### config.mk
export PLATFORM = sky130hd
export DESIGN_NAME = ram_arbiter
export DESIGN_NICKNAME = d
export VERILOG_FILES = /design/src/rtl/ram_arbiter.sv
export SDC_FILE = /design/constraint.sdc
export NUM_CORES = 1
export LEC_CHECK = 0
export BUFFER_PORTS_ARGS = -buffer_cell sky130_fd_sc_hd__buf_2
export CAP_MARGIN = 20
export CORE_MARGIN = 2
export CORE_UTILIZATION = 47
export DETAILED_ROUTE_END_ITERATION = 10
export PLACE_DENSITY = 0.8
export SYNTH_ARGS = -nofsm -noshare
export SYNTH_HDL_FRONTEND = slang
export SYNTH_SLANG_ARGS = --single-unit
### constraint.sdc
create_clock -name clk -period 2.75 [get_ports clk]
set_input_delay 0.1375 -clock clk [delete_from_list [all_inputs] [get_ports clk]]
set_output_delay 0.1375 -clock clk [all_outputs]
set_load 0.01 [all_outputs]
### src/rtl/ram_arbiter.sv
// ram_arbiter: shares one asynchronous 16-bit SRAM between a CPU bus master
// and a video fetch engine.
//
// Ports
//   clk, reset_n             core clock, asynchronous active-low reset
//   cpu_rd, cpu_wt           CPU read/write strobes (level, held until reply)
//   cpu_byte, cpu_adr        byte-access flag and CPU byte address
//   cpu_data_i / cpu_data_o  CPU write data / captured read word
//   cpu_reply                bus reply to the CPU
//   vid_req, vid_adr         single-cycle video fetch request and word address
//   vid_data, vid_valid      fetched video word and its one-cycle strobe
//   sram_*                   SRAM address, data, output enable and strobes
//   dbg_state_o              current arbiter state (debug)
//
// Handshake: the CPU raises cpu_rd or cpu_wt and holds it; cpu_reply rises
// when the access is complete and stays high until both strobes are low,
// then drops on the following cycle. Video requests are fire-and-forget
// pulses answered by a one-cycle vid_valid.
module ram_arbiter #(
  // Extra cycles each SRAM access is held, legal range 0..3.
  parameter int unsigned SRAM_WAIT = 1
) (
  input  logic        clk,
  input  logic        reset_n,
  input  logic        cpu_rd,
  input  logic        cpu_wt,
  input  logic        cpu_byte,
  input  logic [15:0] cpu_adr,
  input  logic [15:0] cpu_data_i,
  output logic [15:0] cpu_data_o,
  output logic        cpu_reply,
  input  logic        vid_req,
  input  logic [14:0] vid_adr,
  output logic [15:0] vid_data,
  output logic        vid_valid,
  output logic [14:0] sram_a,
  output logic [15:0] sram_dq_o,
  input  logic [15:0] sram_dq_i,
  output logic        sram_dq_oe,
  output logic        sram_we_n,
  output logic        sram_oe_n,
  output logic        sram_ub_n,
  output logic        sram_lb_n,
  output logic [2:0]  dbg_state_o
);

  typedef enum logic [2:0] {
    S_IDLE     = 3'd0,
    S_VID      = 3'd1,
    S_CPU_RD   = 3'd2,
    S_CPU_WR   = 3'd3,
    S_CPU_HOLD = 3'd4
  } state_t;

  // Counter load values: an access lasts load+1 cycles. Writes always get at
  // least two cycles so the address is set up before we_n falls.
  localparam logic [1:0] ACC_LOAD = 2'(SRAM_WAIT);
  localparam logic [1:0] WR_LOAD  = (SRAM_WAIT == 0) ? 2'd1 : 2'(SRAM_WAIT);

  state_t      state_q, state_d;
  logic [1:0]  cnt_q, cnt_d;
  logic        vid_pend_q, vid_pend_d;
  logic        last_vid_q, last_vid_d;
  logic        cpu_reply_q, cpu_reply_d;
  logic        vid_valid_q, vid_valid_d;
  logic [15:0] cpu_data_q, cpu_data_d;
  logic [15:0] vid_data_q, vid_data_d;
  logic [14:0] sram_a_q, sram_a_d;
  logic [15:0] sram_dq_o_q, sram_dq_o_d;
  logic        dq_oe_q, dq_oe_d;
  logic        we_n_q, we_n_d;
  logic        oe_n_q, oe_n_d;
  logic        ub_n_q, ub_n_d;
  logic        lb_n_q, lb_n_d;

  logic        vid_pending;
  logic        cpu_pending;
  logic        last_cycle;

  // Bit 15 selects non-RAM space and is decoded before this block.
  logic        unused_adr_msb;
  assign unused_adr_msb = cpu_adr[15];

  // A request pulse in the current cycle counts as pending immediately.
  assign vid_pending = vid_pend_q | vid_req;
  assign cpu_pending = (cpu_rd | cpu_wt) && (state_q != S_CPU_HOLD);
  assign last_cycle  = (cnt_q == 2'd0);

  // Next-state logic.
  always_comb begin
    state_d    = state_q;
    cnt_d      = cnt_q;
    last_vid_d = last_vid_q;
    vid_pend_d = vid_pend_q | vid_req;
    case (state_q)
      S_IDLE: begin
        // Video wins a tie unless it also won the previous grant.
        if (vid_pending && (!cpu_pending || !last_vid_q)) begin
          state_d    = S_VID;
          cnt_d      = ACC_LOAD;
          last_vid_d = 1'b1;
          vid_pend_d = 1'b0;
        end else if (cpu_pending) begin
          // Both strobes high is treated as a write.
          state_d    = cpu_wt ? S_CPU_WR : S_CPU_RD;
          cnt_d      = cpu_wt ? WR_LOAD : ACC_LOAD;
          last_vid_d = 1'b0;
        end
      end
      S_VID, S_CPU_RD, S_CPU_WR: begin
        // The access always runs to completion, even if the strobe drops.
        if (last_cycle) begin
          state_d = (state_q == S_VID) ? S_IDLE : S_CPU_HOLD;
        end else begin
          cnt_d = cnt_q - 2'd1;
        end
      end
      S_CPU_HOLD: begin
        if (!cpu_rd && !cpu_wt) begin
          state_d = S_IDLE;
        end
      end
      default: state_d = S_IDLE;
    endcase
  end

  // Registered outputs are computed from the state being entered, so every
  // SRAM pin is valid for the whole access window.
  always_comb begin
    sram_a_d    = sram_a_q;
    sram_dq_o_d = sram_dq_o_q;
    dq_oe_d     = 1'b0;
    we_n_d      = 1'b1;
    oe_n_d      = 1'b1;
    ub_n_d      = 1'b1;
    lb_n_d      = 1'b1;
    cpu_reply_d = (state_d == S_CPU_HOLD);
    vid_valid_d = (state_q == S_VID) && last_cycle;
    vid_data_d  = vid_data_q;
    cpu_data_d  = cpu_data_q;

    if ((state_q == S_VID) && last_cycle) begin
      vid_data_d = sram_dq_i;
    end
    if ((state_q == S_CPU_RD) && last_cycle) begin
      cpu_data_d = sram_dq_i;
    end

    case (state_d)
      S_VID: begin
        sram_a_d = vid_adr;
        oe_n_d   = 1'b0;
        ub_n_d   = 1'b0;
        lb_n_d   = 1'b0;
      end
      S_CPU_RD: begin
        sram_a_d = cpu_adr[15:1];
        oe_n_d   = 1'b0;
        ub_n_d   = 1'b0;
        lb_n_d   = 1'b0;
      end
      S_CPU_WR: begin
        sram_a_d    = cpu_adr[15:1];
        sram_dq_o_d = cpu_data_i;
        dq_oe_d     = 1'b1;
        // First write cycle is address setup; we_n falls afterwards.
        we_n_d      = (state_q != S_CPU_WR);
        if (cpu_byte) begin
          ub_n_d = ~cpu_adr[0];
          lb_n_d = cpu_adr[0];
        end else begin
          ub_n_d = 1'b0;
          lb_n_d = 1'b0;
        end
      end
      default: begin
      end
    endcase
  end

  always_ff @(posedge clk or negedge reset_n) begin
    if (!reset_n) begin
      state_q     <= S_IDLE;
      cnt_q       <= 2'd0;
      vid_pend_q  <= 1'b0;
      last_vid_q  <= 1'b0;
      cpu_reply_q <= 1'b0;
      vid_valid_q <= 1'b0;
      cpu_data_q  <= 16'h0000;
      vid_data_q  <= 16'h0000;
      sram_a_q    <= 15'h0000;
      sram_dq_o_q <= 16'h0000;
      dq_oe_q     <= 1'b0;
      we_n_q      <= 1'b1;
      oe_n_q      <= 1'b1;
      ub_n_q      <= 1'b1;
      lb_n_q      <= 1'b1;
    end else begin
      state_q     <= state_d;
      cnt_q       <= cnt_d;
      vid_pend_q  <= vid_pend_d;
      last_vid_q  <= last_vid_d;
      cpu_reply_q <= cpu_reply_d;
      vid_valid_q <= vid_valid_d;
      cpu_data_q  <= cpu_data_d;
      vid_data_q  <= vid_data_d;
      sram_a_q    <= sram_a_d;
      sram_dq_o_q <= sram_dq_o_d;
      dq_oe_q     <= dq_oe_d;
      we_n_q      <= we_n_d;
      oe_n_q      <= oe_n_d;
      ub_n_q      <= ub_n_d;
      lb_n_q      <= lb_n_d;
    end
  end

  assign cpu_data_o  = cpu_data_q;
  assign cpu_reply   = cpu_reply_q;
  assign vid_data    = vid_data_q;
  assign vid_valid   = vid_valid_q;
  assign sram_a      = sram_a_q;
  assign sram_dq_o   = sram_dq_o_q;
  assign sram_dq_oe  = dq_oe_q;
  assign sram_we_n   = we_n_q;
  assign sram_oe_n   = oe_n_q;
  assign sram_ub_n   = ub_n_q;
  assign sram_lb_n   = lb_n_q;
  assign dbg_state_o = state_q;

endmodule

; ---- After elaboration in Yosys (flattened, before gate mapping)
; Index checks and enable logic that the tools add are counted.
[totals]
out_inout_bits = 73
register_bits = 77
inputBits = 69
[op_classes]
reduce_logical = 20
bitwise = 3
addsub = 1
eq_ne = 12
n_mux = 23
[ops]
columns = op, count
row1 = 15-bit one-hot mux with 2 select lines, 1
row2 = 3-bit 2-to-1 mux, 5
row3 = "3-bit by 2-bit == test with 1-bit output, second input constant", 4
row4 = 1-bit 2-to-1 mux, 10
row5 = 3-bit one-hot mux with 3 select lines, 1
row6 = "3-bit by 1-bit == test with 1-bit output, second input constant", 2
row7 = "3-bit == test, second input constant", 2
row8 = 2-bit 2-to-1 mux, 3
row9 = "3-bit != test, second input constant", 2
row10 = 2-bit nonzero test, 3
row11 = 1-bit logical AND, 5
row12 = 1-bit zero test, 4
row13 = 1-bit one-hot mux with 2 select lines, 2
row14 = 2-bit one-hot mux with 2 select lines, 1
row15 = 2-bit OR reduction, 2
row16 = 3-bit zero test, 1
row17 = "3-bit by 2-bit != test with 1-bit output, second input constant", 1
row18 = 3-bit AND reduction, 1
row19 = 3-bit OR reduction, 1
row20 = 2-bit zero test, 1
row21 = "2-bit != test, second input constant", 1
row22 = 1-bit OR, 2
row23 = 2-bit AND reduction, 1
row24 = "2-bit by 1-bit subtractor with 2-bit output, second input constant", 1
row25 = other kinds (2), 2

; ---- Depth between registers and ports, before layout
[logic_depth]
ltp_word = 10
mapped_depth = 8

; ---- Least setup slack after synthesis
; Ideal clock, no wire load.
[synth_timing]
path_kind = flip-flop to flip-flop
from = reg state_q[2], in the netlist dbg_state_o[2]
to = reg sram_dq_o_q[0], in the netlist sram_dq_o[0]
period_less_slack_ns = 1.990
t_arrival_ns = 1.865
stages_incl_launch_ff = 7
n_path_buf = 2
path_slack_ns = 0.760
path_cell_list = dfrtp_1 > buf_6 > or3_4 > nor3b_4 > o21ai_4 > buf_6 > mux2_4
[synth_via]
elab_chain_cells = 8
word_cells_on_any_way = 18
[synth_lines]
columns = element, line
row1 = "start, declared", 60  ; state_t state_q, state_d;
row2 = "start signal, assigned", 199  ; state_q <= state_d;
row3 = 3-bit != test, 86  ; assign cpu_pending = (cpu_rd | cpu_wt) && (state_q != S_CPU_HOLD);
row4 = 1-bit logical AND, 86
row5 = 1-bit zero test, 98  ; if (vid_pending && (!cpu_pending || !last_vid_q)) begin
row6 = 1-bit logical OR, 98
row7 = 1-bit logical AND, 98
row8 = 3-bit 2-to-1 mux, 98
row9 = 3-bit one-hot mux with 3 select lines (*), 95  ; case (state_q)
row10 = 3-bit by 2-bit == test with 1-bit output (*), 149  ; case (state_d)
row11 = "end signal, assigned", 208  ; sram_dq_o_q <= sram_dq_o_d;
row12 = "end, declared", 69  ; logic [15:0] sram_dq_o_q, sram_dq_o_d;
; Every way passes the cells marked *; elsewhere a longest branch is shown, timed or not.
; A chain may end at the register's enable or synchronous reset.

; ---- Final worst setup path
[layout_timing]
from = reg cnt_q[0]
to = reg sram_dq_o_q[10], in the netlist sram_dq_o[10]
[layout_via]
elab_chain_cells = 4
[layout_lines]
columns = element, line
row1 = "start, declared", 61  ; logic [1:0] cnt_q, cnt_d;
row2 = "start signal, assigned", 200  ; cnt_q <= cnt_d;
row3 = 2-bit zero test, 87  ; assign last_cycle = (cnt_q == 2'd0);
row4 = 3-bit 2-to-1 mux, 112  ; if (last_cycle) begin
row5 = 3-bit one-hot mux with 3 select lines, 95
row6 = 3-bit by 2-bit == test with 1-bit output, 149
; No other way between the ends.

==> out/metrics.yaml <==
floorplanning:
  dieArea_um2: 7420
  pin_count: 142
  core_area_um2: 6420
  die_h_um: 86.1
  num_rows: 29
  die_w_um: 86.1
  initial_core_util: 0.494
worst_setup_path:
  cp_cell_sequence: "inv_1 -> ha_1 -> nor3b_1 -> or2_0 -> o21ai_4 -> mux2_2"
  cp_num_cells: 6
  cp_slowest_cell: "o21ai_4"
  required_ps: 2980
  reg2reg_slack_ps: 540
  cp.arrival_ps: 2440
  worstRegToRegCells: 6
  cp-end-kind: "flop"
  r2r_start: "cnt_q[0]"
  crit_type: "flop to flop"
  max_stage_delay_ps: 590
  crit_path_max_fanout: 19
  critPathBufInv: 1
  cpLargestDelayFamily: "compound AO/OA/AOI/OAI gates"
  crit_path_start_kind: "flop"
  crit_start: "cnt_q[0]"
  cp-endpoint: "sram_dq_o[10]"
  r2r-end: "sram_dq_o[10]"
grt:
  grt_overflow: 0
  grt_pass1_vias: 2442
  grt_pass1_wl_mm: 11.2
  grt_max_degree: 78
  grtUsageTotal: 0.196
  antenna_found_initial: 0
power:
  sequentialPowerShare: 0.373
  power_switching_mw: 2.05
  p_int_mw: 3.43
  ir_drop_v: 0.000655
  swShare: 0.374
  p_leak_nw: 2.06
  p_clk_frac: 0.155
  p_comb_frac: 0.472
  powerDensity_nw_per_um2: 1300
sta:
  tns_ps: 0
  period_needed_ps: 2210
  hold_violations: 0
  maxSlewHeadroom: 0.378
  worst_slew_pin_slew_ps: 933
  fin_skew_ps: 9.22
  max_clock_freq_mhz: 452
  setup_violations: 0
  worst_slack_ps: 539
  post-route-period-util: 0.804
  slew_violations: 0
  rsz0062_at_grt: "no"
yosys:
  async_flop_share: 1.00
  ys_ff_latch: 77
  synth_nets: 312
  synth_ff_type: "dfrtp_1"
  syn_inst: 242
  yosysUniqueCellTypes: 34
  seq_area_frac_synth: 0.609
  synth_edf_count: 0
  ys_warn_count: 0
  netlist_area_um2: 3170
  synth.avg_cell_area_um2: 13.1
drt:
  drcViolationCount: 0
  wl_mm: 6.99
  viasPerCell: 5.21
  initialDrtViolationCount: 68
  drt_pass1_iterations: 4
  via_count: 2453
  ant_nets: 0
  wl_per_cell_um: 14.8
cts:
  cts_tree: "built"
  cts.sinks: 77
  clk_latency_ps: 340
  clockRootBuffer: "clkbuf_8"
  clk_pin_slew_ps: 80
  numCtsBuffers: 9
  cts_buffer_depth: 2
  ctsHtreeMaxLevel: 3
final_layout:
  n_fill_cell: 492
  n_antenna_cell: 0
  drive_gt1_frac: 0.571
  areaGrowthSynthToFinish_pct: 32.6
  final_nets: 459
status:
  outcome: "complete, no violations"
placement:
  hpwl_mm: 5.05
  portBuffers: 141
  place_ws_ps: 395
  gp_congestion: 0.764
min_path:
  hp-class: "input port to flop"
run:
  cap_violations: 0
routing by layer:
| layer | vias to the layer above | GRT usage | share of wire |
|---|---|---|---|
| li1 | 1154 | - | - |
| met1 | 1170 | 0.240 | 0.42 |
| met2 | 115 | 0.327 | 0.48 |
| met3 | 14 | 0.0452 | 0.078 |
| met4 | 0 | 0.0938 | 0.020 |
| met5 | - | 0 | 0 |
worst register-to-register path, stage by stage (launching register included):
cell	delay [ps]
dfrtp_1	370
inv_1	90
ha_1	250
nor3b_1	90
or2_0	310
o21ai_4	590
mux2_2	420
cells in the final DEF (no fill, tap or decap):
cell             n
nor3b_4          1
a31oi_2          1
clkbuf_1         1
ha_1             1
or2_2            1
dlygate4sd3_1    1
nand2_1          6
o2bb2ai_1        1
mux2_4           7
nand3_1          1
o21bai_1         1
nand3b_1         1
or3_4            1
nor4bb_4         2
buf_4            7
xnor2_1          1
and2_1           2
or2_0            1
clkbuf_8        10
nand2b_1         1
clkinvlp_4       2
o21ai_4          1
bufinv_16        1
inv_1            3
nor2_1          18
inv_6            2
mux2i_1          1
a21oi_1         16
clkinv_4         1
buf_2          140
dfrtp_1         73
nor3b_1          2
o21ai_0         20
a31oi_1         15
nor3_2           1
nor3_1           2
nor4b_1          1
inv_2            1
mux2_2          42
dfstp_2          4
kinds of logic (layout without fill, tap and decap cells):
| group | after synthesis | after routing | share of synthesized area |
|---|---|---|---|
| DFF | 77 | 77 | 0.609 |
| AOI/OAI and AO/OA | 55 | 55 | 0.101 |
| muxes | 50 | 50 | 0.185 |
| and+or+nand+nor | 41 | 41 | 0.0718 |
| buffers and inverters | 17 | 169 | 0.0260 |
| adders and majority gates | 1 | 1 | 0.00395 |
| xor gates and xnor gates | 1 | 1 | 0.00276 |
through the flow:
step           std cells  utilization  instance area (um2)  total power, mW  hold slack [ps]
2_1_floorplan        242            -                 3170             3.70             -158
3_3_place_gp         453        0.620                 3980             4.56              327
3_5_place_dp         453        0.620                 3980             4.65              344
4_1_cts              470        0.653                 4190             5.50             5.13
5_1_grt              471        0.655                 4210             5.87             14.4
6_report             471        0.655                 4210             5.48             18.4
timing repair:
action	CTS	global route
hold buffers	1	0
hold endpoints to repair	73	0
buffers inserted	0	0
resized for setup	0	0
state kept, by name, summed over array words and instances (netlist names):
register,flops
sram_oe_n,1
sram_lb_n,1
sram_a,15
cpu_data_o,16
dbg_state_o,3
sram_dq_oe,1
vid_valid,1
cpu_reply,1
vid_data,16
sram_we_n,1
last_vid_q,1
sram_dq_o,16
sram_ub_n,1
cnt_q,2
vid_pend_q,1
worst min path at each step:
stage | from | to | slack (ps) | cells after the start
final | cpu_data_i[3] | sram_dq_o[3] | 20 | 2
after CTS | cpu_data_i[3] | sram_dq_o[3] | 5 | 2
after global placement | reset_n | vid_data[1] | 330 | 1
after detailed placement | reset_n | vid_data[1] | 340 | 1
after floorplan | reset_n | cnt_q[0] | -160 | 0
after global routing | cpu_data_i[4] | sram_dq_o[4] | 10 | 2
cell usage after synthesis (2+ instances only):
library cell | count | area (um2)
nor3b_1 | 2 | 15.0
a31oi_1 | 15 | 93.8
buf_2 | 3 | 15.0
inv_1 | 3 | 11.3
mux2_2 | 42 | 473
nor3_1 | 2 | 10.0
mux2_4 | 7 | 105
clkbuf_1 | 8 | 30.0
and2_1 | 2 | 12.5
nor4bb_1 | 2 | 20.0
dfrtp_1 | 73 | 1830
nor2_1 | 18 | 67.6
a21oi_1 | 16 | 80.1
nand2_1 | 6 | 22.5
o21ai_0 | 20 | 100
dfstp_2 | 4 | 105
buf_6 | 2 | 22.5
power by group through the flow:
stage	logic [mW]	registers, mW	clock network, mW
after floorplan	1.42	2.28	0
after global placement	2.51	2.05	0
after detailed placement	2.59	2.06	0
after CTS	2.59	2.05	0.869
after global routing	2.85	2.11	0.908
final	2.59	2.05	0.850
area by class of cell:
| class | count | area, um2 | area share |
|---|---|---|---|
| Timing Repair Buffer | 149 | 777 | 0.185 |
| Inverter | 4 | 15.0 | 0.00357 |
| Sequential cell | 77 | 1930 | 0.459 |
| Tap cell | 77 | 96.3 | 0.0229 |
| Clock inverter | 6 | 71.3 | 0.0170 |
| Multi-Input combinational cell | 148 | 1190 | 0.282 |
| Clock buffer | 10 | 128 | 0.0303 |
Power figures use the tool's default switching activity.
